## src/rtl/stopwatch_core.sv

```systemverilog
// BCD stopwatch core: run/pause/done control, up/down counting with preload, and a multiplexed 7-segment scan.
// Optional lap freeze of the displayed value is compiled in when STOPWATCH_LAP_EN is defined.
module stopwatch_core #(
    parameter int DIGITS      = 4,
    parameter int LOAD_DIGITS = 2,
    parameter int DP_POS      = 2
) (
    input  logic                     c_clk,
    input  logic                     R,
    input  logic                     clr,
    input  logic                     P,
    input  logic                     count_tick,
    input  logic                     scan_tick,
    input  logic [1:0]               sel,
    input  logic [4*LOAD_DIGITS-1:0] load,
    input  logic                     lap,
    output logic [4*DIGITS-1:0]      count,
    output logic [DIGITS-1:0]        an,
    output logic [6:0]               sseg,
    output logic                     dp,
    output logic                     done,
    output logic [1:0]               state
);

    localparam int SW = (DIGITS > 1) ? $clog2(DIGITS) : 1;
    localparam logic [4*DIGITS-1:0] ALL_NINES = {DIGITS{4'h9}};

    typedef enum logic [1:0] {
        S_CLEAR   = 2'b00,
        S_RUNNING = 2'b01,
        S_PAUSED  = 2'b10,
        S_DONE    = 2'b11
    } state_t;

    state_t              r_state;
    state_t              w_nextState;
    logic                r_dir;
    logic                w_nextDir;
    logic [4*DIGITS-1:0] r_count;
    logic [4*DIGITS-1:0] w_nextCount;
    logic [4*DIGITS-1:0] w_loadValue;
    logic [4*DIGITS-1:0] w_stepped;
    logic [4*DIGITS-1:0] w_display;
    logic [SW-1:0]       r_scan;
    logic                w_terminal;
    logic                w_carry;
    logic [3:0]          w_digit;
    logic [3:0]          w_loadNib;
    logic [3:0]          w_shownDigit;

    // Preload value for the CLEAR state; out-of-range load nibbles saturate to 9.
    always_comb begin
        w_loadValue = '0;
        w_loadNib   = '0;
        case (sel)
            2'd2: w_loadValue = ALL_NINES;
            2'd1, 2'd3: begin
                for (int i = 0; i < LOAD_DIGITS; i++) begin
                    w_loadNib = load[4*i +: 4];
                    w_loadValue[4*(DIGITS-LOAD_DIGITS+i) +: 4] = (w_loadNib > 4'd9) ? 4'd9 : w_loadNib;
                end
            end
            default: w_loadValue = '0;
        endcase
    end

    // Ripple a single decimal carry (up) or borrow (down) through all digits.
    always_comb begin
        w_stepped = r_count;
        w_carry   = 1'b1;
        w_digit   = '0;
        for (int i = 0; i < DIGITS; i++) begin
            w_digit = r_count[4*i +: 4];
            if (w_carry) begin
                if (!r_dir) begin
                    if (w_digit == 4'd9) begin
                        w_stepped[4*i +: 4] = 4'd0;
                    end else begin
                        w_stepped[4*i +: 4] = w_digit + 4'd1;
                        w_carry = 1'b0;
                    end
                end else begin
                    if (w_digit == 4'd0) begin
                        w_stepped[4*i +: 4] = 4'd9;
                    end else begin
                        w_stepped[4*i +: 4] = w_digit - 4'd1;
                        w_carry = 1'b0;
                    end
                end
            end
        end
    end

    assign w_terminal = r_dir ? (r_count == '0) : (r_count == ALL_NINES);

    always_comb begin
        w_nextState = r_state;
        w_nextCount = r_count;
        w_nextDir   = r_dir;
        if (clr && (r_state != S_CLEAR)) begin
            w_nextState = S_CLEAR;
        end else begin
            case (r_state)
                S_CLEAR: begin
                    w_nextDir   = sel[1];
                    w_nextCount = w_loadValue;
                    w_nextState = clr ? S_CLEAR : S_PAUSED;
                end
                S_PAUSED: begin
                    if (P) w_nextState = S_RUNNING;
                end
                S_RUNNING: begin
                    // Reaching the terminal value wins over a pause request and stops the count.
                    if (w_terminal) begin
                        w_nextState = S_DONE;
                    end else begin
                        if (count_tick) w_nextCount = w_stepped;
                        if (P) w_nextState = S_PAUSED;
                    end
                end
                default: w_nextState = r_state;
            endcase
        end
    end

    always_ff @(posedge c_clk or posedge R) begin
        if (R) begin
            r_state <= S_CLEAR;
            r_count <= '0;
            r_dir   <= 1'b0;
        end else begin
            r_state <= w_nextState;
            r_count <= w_nextCount;
            r_dir   <= w_nextDir;
        end
    end

    always_ff @(posedge c_clk or posedge R) begin
        if (R) begin
            r_scan <= '0;
        end else if (scan_tick) begin
            r_scan <= (r_scan == SW'(DIGITS-1)) ? '0 : r_scan + SW'(1);
        end
    end

`ifdef STOPWATCH_LAP_EN
    logic                r_frozen;
    logic [4*DIGITS-1:0] r_snap;

    always_ff @(posedge c_clk or posedge R) begin
        if (R) begin
            r_frozen <= 1'b0;
            r_snap   <= '0;
        end else if (r_state == S_CLEAR) begin
            r_frozen <= 1'b0;
        end else if (lap && !clr && ((r_state == S_RUNNING) || (r_state == S_PAUSED))) begin
            r_frozen <= !r_frozen;
            if (!r_frozen) r_snap <= r_count;
        end
    end

    assign w_display = r_frozen ? r_snap : r_count;
`else
    logic w_unusedLap;

    assign w_unusedLap = lap;
    assign w_display   = r_count;
`endif

    assign w_shownDigit = w_display[4*r_scan +: 4];

    // Active-low segments, bit order {g,f,e,d,c,b,a}.
    always_comb begin
        sseg = 7'b1111111;
        case (w_shownDigit)
            4'h0: sseg = 7'b1000000;
            4'h1: sseg = 7'b1111001;
            4'h2: sseg = 7'b0100100;
            4'h3: sseg = 7'b0110000;
            4'h4: sseg = 7'b0011001;
            4'h5: sseg = 7'b0010010;
            4'h6: sseg = 7'b0000010;
            4'h7: sseg = 7'b1111000;
            4'h8: sseg = 7'b0000000;
            4'h9: sseg = 7'b0010000;
            4'hA: sseg = 7'b0001000;
            4'hB: sseg = 7'b0000011;
            4'hC: sseg = 7'b1000110;
            4'hD: sseg = 7'b0100001;
            4'hE: sseg = 7'b0000110;
            4'hF: sseg = 7'b0001110;
            default: sseg = 7'b1111111;
        endcase
    end

    assign an    = ~(DIGITS'(1) << r_scan);
    assign dp    = (32'(r_scan) == DP_POS) ? 1'b0 : 1'b1;
    assign done  = (r_state == S_DONE);
    assign state = r_state;
    assign count = r_count;

endmodule
```

## config.mk

```make
export PLATFORM = sky130hd
export DESIGN_NAME = stopwatch_core
export DESIGN_NICKNAME = d
export VERILOG_FILES = /design/src/rtl/stopwatch_core.sv
export SDC_FILE = /design/constraint.sdc
export NUM_CORES = 1
export LEC_CHECK = 0
export ABC_AREA = 1
export CAP_MARGIN = 15
export CORE_ASPECT_RATIO = 2
export CORE_MARGIN = 2
export CORE_UTILIZATION = 40
export CTS_CLUSTER_SIZE = 25
export DETAILED_ROUTE_END_ITERATION = 12
export PLACE_DENSITY = 0.65
export SLEW_MARGIN = 20
export SYNTH_ARGS = -nofsm -noshare
export SYNTH_HDL_FRONTEND = slang
export SYNTH_SLANG_ARGS = --single-unit
```

## constraint.sdc

```tcl
create_clock -name c_clk -period 3.5 [get_ports c_clk]
set_clock_uncertainty 0.05 [all_clocks]
set_input_delay 0.7 -clock c_clk [delete_from_list [all_inputs] [get_ports c_clk]]
set_output_delay 0.7 -clock c_clk [all_outputs]
set_load 0.02 [all_outputs]
```

==> metrics.cfg, run 1 <==
[power_and_ir_drop]
switching_share_pct = 54.66
vdd_drop_max_v = 0.001055
pwr-share-seq_pct = 18.6
powerDensity_mw_per_mm2 = 1030
p_leak_nw = 1.482
power.switching_mw = 1.612
p_total_mw = 2.949
intPower_mw = 1.337
power.share.combinational_pct = 73.0
p_clk_share_pct = 8.3

[yosys]
synthAdderAreaFrac_pct = 7.629
synth_top_area_share_pct = 22.89
synth.largest_area_cell = dfrtp_1
syn_inst = 387
synth_warnings = 0
synthFlopType = dfrtp_1
synth_edf_count = 0
synth_nets = 418
ys_types = 29
synth_compound_area_share_pct = 15.53
ys_ff_latch = 21
synthXorXnorAreaFrac_pct = 0
synth_area_mm2 = 0.002296
synth_top_family_by_area = simple AND/OR/NAND/NOR gates
avgSynthCellArea_um2 = 5.933
yosys-top-cells-count = 135 x nand2_1, 39 x nand3_1, 38 x inv_1
synth_area_leaders = dfrtp_1 23%, nand2_1 22%, nand3_1 8.5%, ha_1 7.6%, o21ai_0 7.2%
synth-simple-area-share_pct = 43.54
synth_mux_area_share_pct = 0
seq_area_frac_synth_pct = 22.89
async_flop_share_pct = 100.0
yosysMostFrequentCell = nand2_1

[final_layout]
fillers = 577
stdcell_count = 488
seq_area_um2 = 526.8
multi_input_area_mm2 = 0.001531
drive_above_1_share_pct = 8.197
diodes = 0
nets = 459
syn_to_final_growth_pct = 24.63

[placement]
post-dp-hpwl_mm = 4.877
portBuffers = 46
dp_cells = 484
gp_congestion = 0.8850

[sta]
tightest_slew_ps = 835.2
setup_viol = 0
layout_min_cycle_time_ps = 3239
slew_viol_final = 0
period_share_pct = 92.54
max_slew_margin_pct = 44.26
finalHoldViolCount = 0
tns_ps = 0
rsz0062_at_grt = no
fmax_mhz = 308.7

[grt]
overflow = 0
grt_pass1_vias = 2378
grt_start_max_net_pins = 22
grtUsageTotal_pct = 20.25
grt_pass1_wl_mm = 10.80
antenna_found_initial = 0

[setup_path]
crit_chain = inv_2, nand2_1, o211ai_1, nand2_1, inv_1, ha_1, o21ai_1, o21ai_0, clkdlybuf4s50_1
cp_slowest_cell = clkdlybuf4s50_1
slowest_delay_ps = 620
start_kind = flip-flop
r2r-start = state[1]
path_common_cell = nand2_1
worstSetupStartpoint = r_scan[0]
critPathBufInv = 3
cpLargestDelayFamily = buffers and inverters
cp.arrival_ps = 2490
cp.required_ps = 2750
worstSetupPathType = reg2out
cp-end-kind = primary output
crit_path_max_fanout = 13

[routing]
drt-pass1-iter-count = 5
wl_mm = 6.241
routed_via_density = 5.285
vias = 2579
antenna_left = 0
first_iter_violations = 141
drc = 0
post_drt_wl_per_cell_um = 12.79

[die]
die_w_um = 57.57
ios = 48
die_h_um = 111.1
die_area_mm2 = 0.006398
coreArea_mm2 = 0.005612
start_util_pct = 40.91
num_rows = 39

[clock_tree]
clkTransAtPathRegs_ps = 60
cts_setup_buffers = 0
root_buffer = clkbuf_16
tritoncts = yes
cts.path.max_buffers = 2
cts_buffers = 3
numClockSinks = 21
htree_levels = 1
clock_latency_ps = 250

[min_path]
min_from = state[0]
hold_path.class = reg2reg

[outcome]
status = completed

[flow_run]
maxCapViolations = 0

## cell usage in the layout, fill, tap and decap left out, drive strengths merged
cell | netlist | final
nor2 | 36 | 36
dlymetal6s2s | 0 | 1
o21ai | 39 | 39
buf | 9 | 1
clkinv | 0 | 1
a31oi | 2 | 2
o22ai | 2 | 2
inv | 47 | 47
nand2 | 141 | 141
ha | 14 | 14
clkbuf | 2 | 3
nand4 | 1 | 1
a21oi | 17 | 17
a21boi | 2 | 2
o21a | 2 | 2
dfrtp | 21 | 21
or2 | 1 | 1
nor3 | 5 | 5
clkdlybuf4s50 | 0 | 45
nand3 | 44 | 44
o211ai | 2 | 2
## through the flow
| stage | worst slack [ps] | util (%) | hold slack, ps | instance area [um^2] |
|---|---|---|---|---|
| global placement | 398.7 | 49.50 | 504.6 | 2778 |
| CTS | 59.72 | 50.93 | 527.9 | 2858 |
| detailed placement | 337.0 | 49.50 | 503.5 | 2778 |
| global route | 16.46 | 50.99 | 566.1 | 2861 |
| floorplan | 868.5 | - | 576.7 | 2296 |
| finish | 261.0 | 50.99 | 520.9 | 2861 |
## worst paths after layout
path	to	depth (start not counted)	slack, ps
max	sseg[0]	9	260
min	state[0]	2	520
max reg2reg	count[11]	9	1060
min reg2reg	state[0]	2	520
max in group asynchronous	r_scan[0]	2	1970
min in group asynchronous	count[3]	2	860
## per-layer routing
| layer | global-route usage (%) | up-vias | routed length (um) |
|---|---|---|---|
| met4 | 6.512 | 0 | 165 |
| li1 | - | 1318 | - |
| met5 | 0 | - | 0 |
| met1 | 25.80 | 1170 | 2625 |
| met3 | 2.334 | 13 | 244 |
| met2 | 34.55 | 78 | 3205 |
## area by class of cell
cell class | count | area share [%]
Multi-Input combinational cell | 308 | 53.52
Clock inverter | 1 | 0.1749
Tap cell | 61 | 2.667
Clock buffer | 3 | 2.624
Timing Repair Buffer | 47 | 16.44
Inverter | 47 | 6.165
Sequential cell | 21 | 18.41
## flip-flops by register name (all words and copies together), names as in the netlist
name,flops
r_dir,1
r_scan,2
count,16
state,2
## repair_timing
action,CTS,global route
gates resized for setup,0,2
endpoints found under the setup margin,0,6
hold buffers,0,0
## logic make-up (layout without fill, tap and decap cells)
logic type,Yosys count,count (layout)
fa+ha+maj,14,14
simple gates,228,228
flops,21,21
compound gates,66,66
buf+inv,58,98
## tightest hold or removal path, cell delays in order (launching register included)
cell     delay (ps)
dfrtp_1         410
nand2_1          70
nand2_1          60
## power groups by stage
stage / combinational [mW] / sequential [mW] / clock, mW
2_1_floorplan: 1.44 / 0.550 / 0
4_1_cts: 2.17 / 0.548 / 0.250
3_3_place_gp: 2.12 / 0.546 / 0
3_5_place_dp: 2.16 / 0.551 / 0
5_1_grt: 2.42 / 0.575 / 0.259
6_report: 2.15 / 0.550 / 0.245
No activity file was read; power rests on OpenSTA's default activity.
==> run 2: changes to the inputs <==
--- a/config.mk
+++ b/config.mk
@@ -10,7 +10,7 @@
 export CORE_ASPECT_RATIO = 2
 export CORE_MARGIN = 2
 export CORE_UTILIZATION = 40
-export CTS_CLUSTER_SIZE = 25
+export CTS_CLUSTER_SIZE = 24
 export DETAILED_ROUTE_END_ITERATION = 12
 export PLACE_DENSITY = 0.65
 export SLEW_MARGIN = 20
==> results of run 2 <==
Same layout as run 1: the final DEF is identical, and so are final timing and power.
==> run 3: changes to the inputs <==
--- a/config.mk
+++ b/config.mk
@@ -5,7 +5,6 @@
 export SDC_FILE = /design/constraint.sdc
 export NUM_CORES = 1
 export LEC_CHECK = 0
-export ABC_AREA = 1
 export CAP_MARGIN = 15
 export CORE_ASPECT_RATIO = 2
 export CORE_MARGIN = 2
==> run 3 against run 2 <==
- fmax decreased by 3.0%
- clock-buffer cell count increased by 1
- non-clock buffer count increased by 19
- combinational power increased by 8%
- area after synthesis decreased by 0.82%
- flip-flop and latch count unchanged
- worst hold slack improved by 3.7 ps
- die area decreased by 0.77%
==> metrics.cfg, run 3 <==
[yosys]
synthFlopType = dfrtp_1
synth_nets = 306
ys_ff_latch = 21
synth_top_area_share_pct = 23.08
seq_area_frac_synth_pct = 23.08
async_flop_share_pct = 100.0
synth_edf_count = 0
avgSynthCellArea_um2 = 8.281
ys_types = 55
syn_inst = 275
synth_warnings = 0
synth_area_mm2 = 0.002277
synth.largest_area_cell = dfrtp_1
yosys-top-cells-count = 21 x dfrtp_1, 21 x inv_1
synth_area_leaders = dfrtp_1 23%, ha_1 7.7%, mux2_2 5.4%, mux4_2 4.9%, nor2b_1 4.9%

[grt]
gr-max-usage-layer = met2
grt.met2_usage_pct = 38.48
met3_usage_pct = 1.284
antenna_found_initial = 0
grt_start_max_net_pins = 22
grt_pass1_wl_mm = 10.17
grtUsageTotal_pct = 19.69
overflow = 0
met1_usage_pct = 20.77
grt_pass1_vias = 2144

[setup_path]
cp.required_ps = 2750
rrSetupSlack_ps = 790
cp_slowest_cell = mux4_2
path_common_cell = inv_1
start_kind = flip-flop
crit_path_max_fanout = 6
cp.arrival_ps = 2590
crit_chain = mux4_2, inv_1, ha_1, inv_1, mux2i_1, a32o_1, clkdlybuf4s50_1
cp-end-kind = primary output
worstReg2RegEnd = count[12]
worstSetupPathType = reg2out
r2r-start = count[9]
reg2reg_depth = 7
slowest_delay_ps = 590

[routing]
drt-pass1-iter-count = 4
post_drt_wl_per_cell_um = 16.09
antenna_left = 0
wl_mm = 6.145
first_iter_violations = 66
vias = 2277
drc = 0
routed_via_density = 5.961

[die]
die_w_um = 57.35
ios = 48
die_area_mm2 = 0.006349
num_rows = 38
die_h_um = 110.7
start_util_pct = 41.65
coreArea_mm2 = 0.005468

[sta]
slew_viol_final = 0
tightest_slew_ps = 903.5
tns_ps = 0
setup_viol = 0
rsz0062_at_grt = no
period_share_pct = 95.38
layout_min_cycle_time_ps = 3338
finalHoldViolCount = 0
max_slew_margin_pct = 39.70
fmax_mhz = 299.6

[min_path]
whs_path_depth = 1
min_from = r_dir
whs_endpoint = r_dir
hold_path.class = reg2reg

[power_and_ir_drop]
powerDensity_mw_per_mm2 = 1015
p_leak_nw = 1.221
vdd_drop_max_v = 0.0008388

[final_layout]
stdcell_area_mm2 = 0.002922
layout_common_cells = 44 x clkdlybuf4s50_1, 21 x inv_1, 20 x dfrtp_1, 20 x buf_4
syn_to_final_growth_pct = 28.30
final_common_cell = clkdlybuf4s50_1
drive_above_1_share_pct = 14.60
largest_reg_flops = 16
nets = 354
fillers = 511
diodes = 0

[clock_tree]
cts_hold_buffers = 0
root_buffer = clkbuf_8
numClockSinks = 21
tritoncts = yes
htree_levels = 1
cts.path.max_buffers = 2
clkTransAtPathRegs_ps = 80
cts_buffers = 3
clock_latency_ps = 270

[placement]
post-dp-hpwl_mm = 4.822
gp_congestion = 0.8710
portBuffers = 46
placed_area_mm2 = 0.002848

[flow_run]
maxCapViolations = 0

[outcome]
status = completed

-- run 3: per-stage QoR --
| step | util [%] | total power [mW] | setup WS (ps) | std cells | hold slack, ps |
|---|---|---|---|---|---|
| 5_1_grt | 53.43 | 3.215 | 14.25 | 382 | 560.1 |
| 3_3_place_gp | 52.08 | 2.743 | 296.3 | 375 | 510.7 |
| 6_report | 53.43 | 2.965 | 161.7 | 382 | 524.6 |
| 3_5_place_dp | 52.08 | 2.781 | 255.3 | 375 | 510.6 |
| 4_1_cts | 52.93 | 2.959 | 55.72 | 379 | 533.2 |
| 2_1_floorplan | - | 2.027 | 560.2 | 275 | 626.5 |
-- run 3: cell type report --
type                            count  area [um^2]  share of cell area (%)
Tap cell                           60        75.07                   2.570
Multi-Input combinational cell    210         1580                   54.09
Inverter                           21        78.83                   2.698
Clock buffer                        4        45.04                   1.542
Sequential cell                    21        526.8                   18.03
Timing Repair Buffer               66        615.6                   21.07
-- run 3: worst max-delay path: cells and delay by family, from the launching register on --
family          cells  cell delay [ps]
flops               1              440
buf+inv             3              760
compound gates      1              210
mux                 2              660
fa+ha+maj           1              240
-- run 3: worst max path at each step --
stage	start	endpoint	slack [ps]
after floorplan	r_scan[1]	sseg[5]	560
after global placement	r_scan[1]	sseg[3]	300
after detailed placement	r_scan[1]	sseg[3]	260
after CTS	r_scan[1]	sseg[3]	60
after global routing	r_scan[1]	sseg[6]	10
final	r_scan[1]	sseg[1]	160
-- run 3: cell families (layout without fill, tap and decap cells) --
| logic type | Yosys count | after routing | synth area share, % |
|---|---|---|---|
| DFF | 21 | 21 | 23.08 |
| xor gates and xnor gates | 4 | 4 | 1.539 |
| adders and majority gates | 14 | 14 | 7.692 |
| AOI/OAI and AO/OA | 82 | 82 | 24.29 |
| buffers and inverters | 44 | 91 | 7.528 |
| muxes | 20 | 20 | 12.14 |
| and+or+nand+nor | 90 | 90 | 23.74 |
-- run 3: layer usage --
| metal | up-vias | wire, um |
|---|---|---|
| li1 | 1102 | - |
| met1 | 1101 | 2164 |
| met2 | 65 | 3626 |
| met3 | 9 | 207 |
| met4 | 0 | 146 |
| met5 | - | 0 |
-- run 3: power by group --
| part | internal [mW] | total (mW) | leakage, nW | switching, mW |
|---|---|---|---|---|
| Clock | 0.0815 | 0.171 | 0.0228 | 0.0896 |
| Combinational | 1.10 | 2.32 | 0.934 | 1.22 |
| Sequential | 0.344 | 0.478 | 0.263 | 0.134 |
| Total | 1.52 | 2.97 | 1.22 | 1.44 |
-- run 3: timing repair --
| action | in CTS | in global routing |
|---|---|---|
| setup endpoints to repair | 3 | 5 |
| buffers inserted | 0 | 3 |
| resized for setup | 1 | 2 |
| pin swaps | 0 | 0 |
